**src/rtl/mc_ctrl.sv**
```systemverilog
// Multicycle MIPS-subset control FSM: sequences fetch, decode, execute, memory
// and writeback steps and drives the datapath selects and write strobes.
module mc_ctrl (
  input  logic       clk,
  input  logic       reset_n,
  input  logic [5:0] opcode,
  input  logic [5:0] funct,
  input  logic       mem_ready,
  output logic       pc_we,
  output logic [1:0] pc_src,
  output logic       branch,
  output logic       branch_ne,
  output logic       iord,
  output logic       mem_re,
  output logic       mem_we,
  output logic       ir_we,
  output logic       reg_we,
  output logic [1:0] reg_dst,
  output logic [1:0] mem_to_reg,
  output logic       alu_src_a,
  output logic [1:0] alu_src_b,
  output logic [1:0] alu_sel,
  output logic [3:0] state
);

  localparam logic [5:0] OpRtype = 6'b000000;
  localparam logic [5:0] OpJ     = 6'b000010;
  localparam logic [5:0] OpJal   = 6'b000011;
  localparam logic [5:0] OpBeq   = 6'b000100;
  localparam logic [5:0] OpBne   = 6'b000101;
  localparam logic [5:0] OpAddi  = 6'b001000;
  localparam logic [5:0] OpAddiu = 6'b001001;
  localparam logic [5:0] OpSlti  = 6'b001010;
  localparam logic [5:0] OpSltiu = 6'b001011;
  localparam logic [5:0] OpAndi  = 6'b001100;
  localparam logic [5:0] OpOri   = 6'b001101;
  localparam logic [5:0] OpXori  = 6'b001110;
  localparam logic [5:0] OpLui   = 6'b001111;
  localparam logic [5:0] OpLw    = 6'b100011;
  localparam logic [5:0] OpSw    = 6'b101011;
  localparam logic [5:0] FnJr    = 6'b001000;

  typedef enum logic [3:0] {
    StFetch  = 4'd0,
    StDecode = 4'd1,
    StMemAdr = 4'd2,
    StMemRd  = 4'd3,
    StMemWb  = 4'd4,
    StMemWr  = 4'd5,
    StExec   = 4'd6,
    StAluWb  = 4'd7,
    StBranch = 4'd8,
    StIExec  = 4'd9,
    StIWb    = 4'd10,
    StJump   = 4'd11,
    StJReg   = 4'd12
  } state_e;

  state_e state_q, state_d;

  // Strobes before reset gating.
  logic pc_we_c, branch_c, branch_ne_c, mem_re_c, mem_we_c, ir_we_c, reg_we_c;

  // State register; reset returns to FETCH immediately.
  always_ff @(posedge clk or negedge reset_n) begin
    if (!reset_n) state_q <= StFetch;
    else          state_q <= state_d;
  end

  // Next-state logic.
  always_comb begin
    state_d = StFetch;
    case (state_q)
      StFetch:  state_d = mem_ready ? StDecode : StFetch;
      StDecode: begin
        unique case (opcode)
          OpLw, OpSw:     state_d = StMemAdr;
          OpRtype:        state_d = (funct == FnJr) ? StJReg : StExec;
          OpBeq, OpBne:   state_d = StBranch;
          OpAddi, OpAddiu, OpSlti, OpSltiu,
          OpAndi, OpOri, OpXori, OpLui:
                          state_d = StIExec;
          OpJ, OpJal:     state_d = StJump;
          default:        state_d = StFetch;  // unknown opcode acts as NOP
        endcase
      end
      StMemAdr: state_d = (opcode == OpSw) ? StMemWr : StMemRd;
      StMemRd:  state_d = mem_ready ? StMemWb : StMemRd;
      StMemWb:  state_d = StFetch;
      StMemWr:  state_d = mem_ready ? StFetch : StMemWr;
      StExec:   state_d = StAluWb;
      StAluWb:  state_d = StFetch;
      StBranch: state_d = StFetch;
      StIExec:  state_d = StIWb;
      StIWb:    state_d = StFetch;
      StJump:   state_d = StFetch;
      StJReg:   state_d = StFetch;
      default:  state_d = StFetch;
    endcase
  end

  // Output decode from the current state (mem_ready only qualifies FETCH writes).
  always_comb begin
    pc_we_c     = 1'b0;
    pc_src      = 2'b00;
    branch_c    = 1'b0;
    branch_ne_c = 1'b0;
    iord        = 1'b0;
    mem_re_c    = 1'b0;
    mem_we_c    = 1'b0;
    ir_we_c     = 1'b0;
    reg_we_c    = 1'b0;
    reg_dst     = 2'b00;
    mem_to_reg  = 2'b00;
    alu_src_a   = 1'b0;
    alu_src_b   = 2'b00;
    alu_sel     = 2'b00;
    case (state_q)
      StFetch: begin
        mem_re_c  = 1'b1;
        alu_src_b = 2'b01;
        ir_we_c   = mem_ready;
        pc_we_c   = mem_ready;
      end
      StDecode: alu_src_b = 2'b11;
      StMemAdr: begin
        alu_src_a = 1'b1;
        alu_src_b = 2'b10;
      end
      StMemRd: begin
        iord     = 1'b1;
        mem_re_c = 1'b1;
      end
      StMemWb: begin
        reg_we_c   = 1'b1;
        mem_to_reg = 2'b01;
      end
      StMemWr: begin
        iord     = 1'b1;
        mem_we_c = 1'b1;
      end
      StExec: begin
        alu_src_a = 1'b1;
        alu_sel   = 2'b10;
      end
      StAluWb: begin
        reg_we_c = 1'b1;
        reg_dst  = 2'b01;
      end
      StBranch: begin
        alu_src_a   = 1'b1;
        alu_sel     = 2'b01;
        pc_src      = 2'b01;
        branch_c    = (opcode == OpBeq);
        branch_ne_c = (opcode == OpBne);
      end
      StIExec: begin
        alu_src_a = 1'b1;
        alu_src_b = 2'b10;
        alu_sel   = 2'b10;
      end
      StIWb: reg_we_c = 1'b1;
      StJump: begin
        pc_we_c = 1'b1;
        pc_src  = 2'b10;
        if (opcode == OpJal) begin
          reg_we_c   = 1'b1;
          reg_dst    = 2'b10;
          mem_to_reg = 2'b10;
        end
      end
      StJReg: begin
        pc_we_c = 1'b1;
        pc_src  = 2'b11;
      end
      default: ;
    endcase
  end

  // Strobes are suppressed combinationally while reset is held.
  assign pc_we     = pc_we_c & reset_n;
  assign branch    = branch_c & reset_n;
  assign branch_ne = branch_ne_c & reset_n;
  assign mem_re    = mem_re_c & reset_n;
  assign mem_we    = mem_we_c & reset_n;
  assign ir_we     = ir_we_c & reset_n;
  assign reg_we    = reg_we_c & reset_n;
  assign state     = state_q;

endmodule

```
**config.mk**
```make
export PLATFORM = sky130hd
export DESIGN_NAME = mc_ctrl
export DESIGN_NICKNAME = d
export VERILOG_FILES = /design/src/rtl/mc_ctrl.sv
export SDC_FILE = /design/constraint.sdc
export NUM_CORES = 1
export LEC_CHECK = 0
export CORE_MARGIN = 5
export CORE_UTILIZATION = 39
export CTS_CLUSTER_DIAMETER = 120
export DETAILED_ROUTE_END_ITERATION = 7
export HOLD_SLACK_MARGIN = 0.08
export MAX_ROUTING_LAYER = met4
export PLACE_DENSITY = 0.91
export SYNTH_ARGS = -nofsm -noshare
export SYNTH_HDL_FRONTEND = slang
export SYNTH_SLANG_ARGS = --single-unit
```
**constraint.sdc**
```tcl
create_clock -name clk -period 4.73 [get_ports clk]
set_clock_uncertainty 0.2 [all_clocks]
set_input_delay 0.946 -clock clk [delete_from_list [all_inputs] [get_ports clk]]
set_output_delay 0.946 -clock clk [all_outputs]
set_load 0.005 [all_outputs]
```
==> out/results.md <==
| Step | Item | This run |
|:---|:---|:---|
| route | Average vias per placed instance | 5.676 |
| critical path | Critical path class | in2out |
| cts | Number of H-tree levels | 1 |
| critical path | Most repeated library cell on the critical path | sky130_fd_sc_hd__clkdlybuf4s50_1 |
| cts | Sinks on Clock Net | 4 |
| critical path | Setup slack of the most critical reg-to-reg path | 2.99 ns |
| floorplanning | Number of cell rows | 14 |
| cts | Number of buffers inserted by hold repair at cts | 0 |
| critical path | R2R Path End | state[2] |
| placed design | Count of buffers inserted at the top-level ports | 37 |
| sta | Final setup violating endpoints | 0 |
| global routing | Antenna violations before repair | 0 |
| flow run | Max Cap Violations | 0 |
| worst hold path | Hold-critical path depth | 1 |
| sta | Part of the cycle the worst path needs | 83.78% |
| logic synthesis | Fraction of synthesis flops using an asynchronous set or reset pin | 100.0% |
| floorplanning | Floorplan Core Area | 1489 um2 |
| cts | TritonCTS clock tree | built |
| logic synthesis | Xor and xnor fraction of the mapped netlist area | 2.893% |
| route | Total wirelength of the detailed-routed design | 1.904 mm |
| logic synthesis | Fraction of synthesized cell area taken by the top area cell type | 16.53% |
| cts | Clock Pin Slew Worst Setup and Hold Paths | 0.04 ns |
| worst hold path | Worst Hold End | state[0] |
| cts | Post-cts resize count | 0 |
| route | Vias | 772 |
| sta | Tmin final | 3.963 ns |
| logic synthesis | Most frequent cell after synthesis | sky130_fd_sc_hd__nor2_1 |
| logic synthesis | Sequential area share after synthesis | 16.53% |
| logic synthesis | Distinct cell type count of the synthesized netlist | 38 |
| sta | Count of final max-slew check failures | 0 |
| logic synthesis | Fraction of the mapped netlist area in adder cells | 0% |
| critical path | FF-to-FF path depth | 4 |
| floorplanning | Number of top-level pins | 38 |
| route | Post-DR wirelength/cell | 14.00 um |
| sta | Measured slew at the worst slew-check pin | 0.5761 ns |
| critical path | Kind of capture point of the worst setup path | output port |
| power | Post-layout power | 0.3373 mW |
| critical path | Maximum fanout count along the critical path | 6 |
| logic synthesis | Largest family of logic cells by synthesized area | simple AND/OR/NAND/NOR gates |
| critical path | Critical path required time | 3.58 ns |
| global routing | Global Route Usage Sum | 17.16% |
| cts | Number of buffers added for setup after CTS | 0 |
| finish | N_diodes | 0 |
| logic synthesis | Leading area contributor after synthesis | sky130_fd_sc_hd__dfrtp_1 |
| logic synthesis | Synth Area in Compound Gates | 21.90% |
| power | Largest voltage drop on the vdd net | 0.2285 mV |
| finish | Largest register FFs | 4 |
| global routing | Total congestion overflow | 0 |
| route | Routed Antenna Nets | 0 |
| logic synthesis | Basic-gate share of the synthesized area counting and, or, nand and nor cells | 50.21% |
| worst hold path | Hold path startpoint | state[3] |
| logic synthesis | Cell area after synthesis | 605.6 um2 |
| placed design | DP Wirelength | 1.499 mm |
| outcome | Run status | complete, no violations |
| finish | Fraction of final layout cells with drive strength greater than 1 | 8.333% |
| critical path | Type of element launching the critical path | input pin |
| floorplanning | Overall die width | 49.41 um |
| logic synthesis | Number of enable-type register cells in the synthesized netlist | 0 |
| sta | Sum Neg Setup Slack | 0 ns |
| floorplanning | Die span in y | 49.41 um |
| worst hold path | Worst hold-check path type | reg2reg |
| critical path | CP max stage delay | 0.51 ns |
| route | First-pass iteration count of the detailed router | 4 |
| critical path | Chain of cells forming the critical path | clkdlybuf4s50_1 -> or3_1 -> nor4_2 -> o21a_1 -> clkdlybuf4s50_1 |
| logic synthesis | Mean Syn Cell Area | 7.124 um2 |
| logic synthesis | Number of warning messages in the yosys log | 0 |
| critical path | Launch point of the worst reg-to-reg path | state[1] |
| finish | Count of filler cells inserted in the layout | 131 |
| logic synthesis | Flip-flop and latch count after synthesis | 4 |
| global routing | Via count of the first global-routing pass | 719 |
| logic synthesis | Post-synthesis cell count | 85 |
| sta | Endpoints failing hold | 0 |
| cts | Number of buffers between clock root and the deepest sink | 2 |
| finish | Number of nets in the final layout | 137 |
| global routing | First-pass GRT wire length | 3.201 mm |
| logic synthesis | Total nets after synthesis | 100 |
| power | Static Leak | 0.3557 nW |
| logic synthesis | Synth Flop Type | sky130_fd_sc_hd__dfrtp_1 |
| floorplanning | Initial Utilization | 40.67% |
| power | Total power per unit cell area | 341.2 nW/um2 |
| global routing | Largest net degree at the start of global routing | 20 |
| placed design | Weighted congestion at the end of routability-driven global placement | 0.8418 |
| critical path | Cell with the largest stage delay on the worst path | sky130_fd_sc_hd__clkdlybuf4s50_1 |
| cts | Clock Root Buffer | sky130_fd_sc_hd__clkbuf_4 |
| finish | Area Overhead vs Synth | 63.22% |
| cts | Number of buffers inserted during clock tree synthesis | 3 |
| sta | Worst slew margin relative to its limit | 61.60% |
| critical path | Data arrival time at the worst-slack endpoint | 2.82 ns |
| logic synthesis | Most used standard cells in the synthesized netlist | sky130_fd_sc_hd__nor2_1, sky130_fd_sc_hd__nand2_1, sky130_fd_sc_hd__nand2b_1 |
| floorplanning | Die footprint | 2441 um2 |
| sta | Setup repair after global routing missed its margin | no |
| sta | Maximum achievable frequency | 0.2524 GHz |
| route | Number of DRC markers in iteration 0 | 13 |
| logic synthesis | Fraction of synthesized area in multiplexers | 1.653% |
| placed design | Setup Slack @ Placement | 0.7721 ns |
| logic synthesis | Dominant cells by area after synthesis | sky130_fd_sc_hd__dfrtp_1, sky130_fd_sc_hd__nor2_1, sky130_fd_sc_hd__nand2b_1 |
| route | Number of design rule violations left after detail routing | 0 |
| sta | Setup ws final | 0.7673 ns |
| cts | Clock latency of the later-clocked register in the worst-skew pair | 0.24 ns |
==> metrics by stage <==
stage | std cells | hold WS, ns | utilization [%] | area (um2)
after floorplan | 85 | 0.4504 | - | 605.6
after global placement | 133 | 0.5171 | 64.87 | 965.9
after detailed placement | 133 | 0.5185 | 64.87 | 965.9
after CTS | 136 | 0.5268 | 66.39 | 988.4
after global routing | 136 | 0.5823 | 66.39 | 988.4
final | 136 | 0.5284 | 66.39 | 988.4
==> layout by cell type (no fill, tap or decap), types with 3 or more instances in the layout <==
master	netlist	final
sky130_fd_sc_hd__a21oi_1	4	4
sky130_fd_sc_hd__clkdlybuf4s50_1	0	37
sky130_fd_sc_hd__clkbuf_4	0	3
sky130_fd_sc_hd__nor2b_1	3	3
sky130_fd_sc_hd__nor2_1	12	12
sky130_fd_sc_hd__nor3_1	4	4
sky130_fd_sc_hd__dfrtp_1	4	4
sky130_fd_sc_hd__nand2b_1	6	6
sky130_fd_sc_hd__nand2_1	8	8
sky130_fd_sc_hd__nor4_1	3	3
==> per-layer routing <==
metal	vias to the layer above	global-route usage, %	share of wire [%]
li1	386	-	-
met1	351	17.77	38
met5	-	-	0
met4	0	10.04	2.1
met2	31	29.61	53
met3	4	3.364	7.2
==> critical path: cells and delay by family <==
| family | cells | cell delay (ns) |
|---|---|---|
| buffers and inverters | 2 | 0.99 |
| AND/OR/NAND/NOR | 2 | 0.71 |
| AO/OA/AOI/OAI | 1 | 0.17 |
==> cell families after synthesis <==
kind of cell    after synthesis
xor+xnor                      2
mux                           1
buf+inv                       8
flops                         4
compound gates               19
simple gates                 51
==> final cells by class <==
class / instances / area [um2] / share of cell area (%)
flip-flops and latches: 4 / 100.1 / 10.13
repair buffers: 37 / 370.4 / 37.47
multi-input cells: 73 / 464.2 / 46.96
inverters: 3 / 11.26 / 1.139
clock buffers: 3 / 22.52 / 2.278
well taps: 16 / 20.02 / 2.025
==> power breakdown <==
part,switching [mW],internal (mW)
combinational,0.0841,0.125
sequential,0.0412,0.0436
clock,0.0151,0.0285
==> worst max path at each step <==
| stage | endpoint | slack [ns] | start |
|---|---|---|---|
| 6_report | reg_we | 0.77 | opcode[3] |
| 5_1_grt | reg_we | 0.71 | opcode[3] |
| 4_1_cts | reg_we | 0.78 | opcode[3] |
| 3_5_place_dp | reg_we | 0.77 | opcode[3] |
| 3_3_place_gp | reg_we | 0.84 | opcode[3] |
| 2_1_floorplan | reg_we | 1.79 | opcode[3] |
Power figures use the tool's default switching activity.
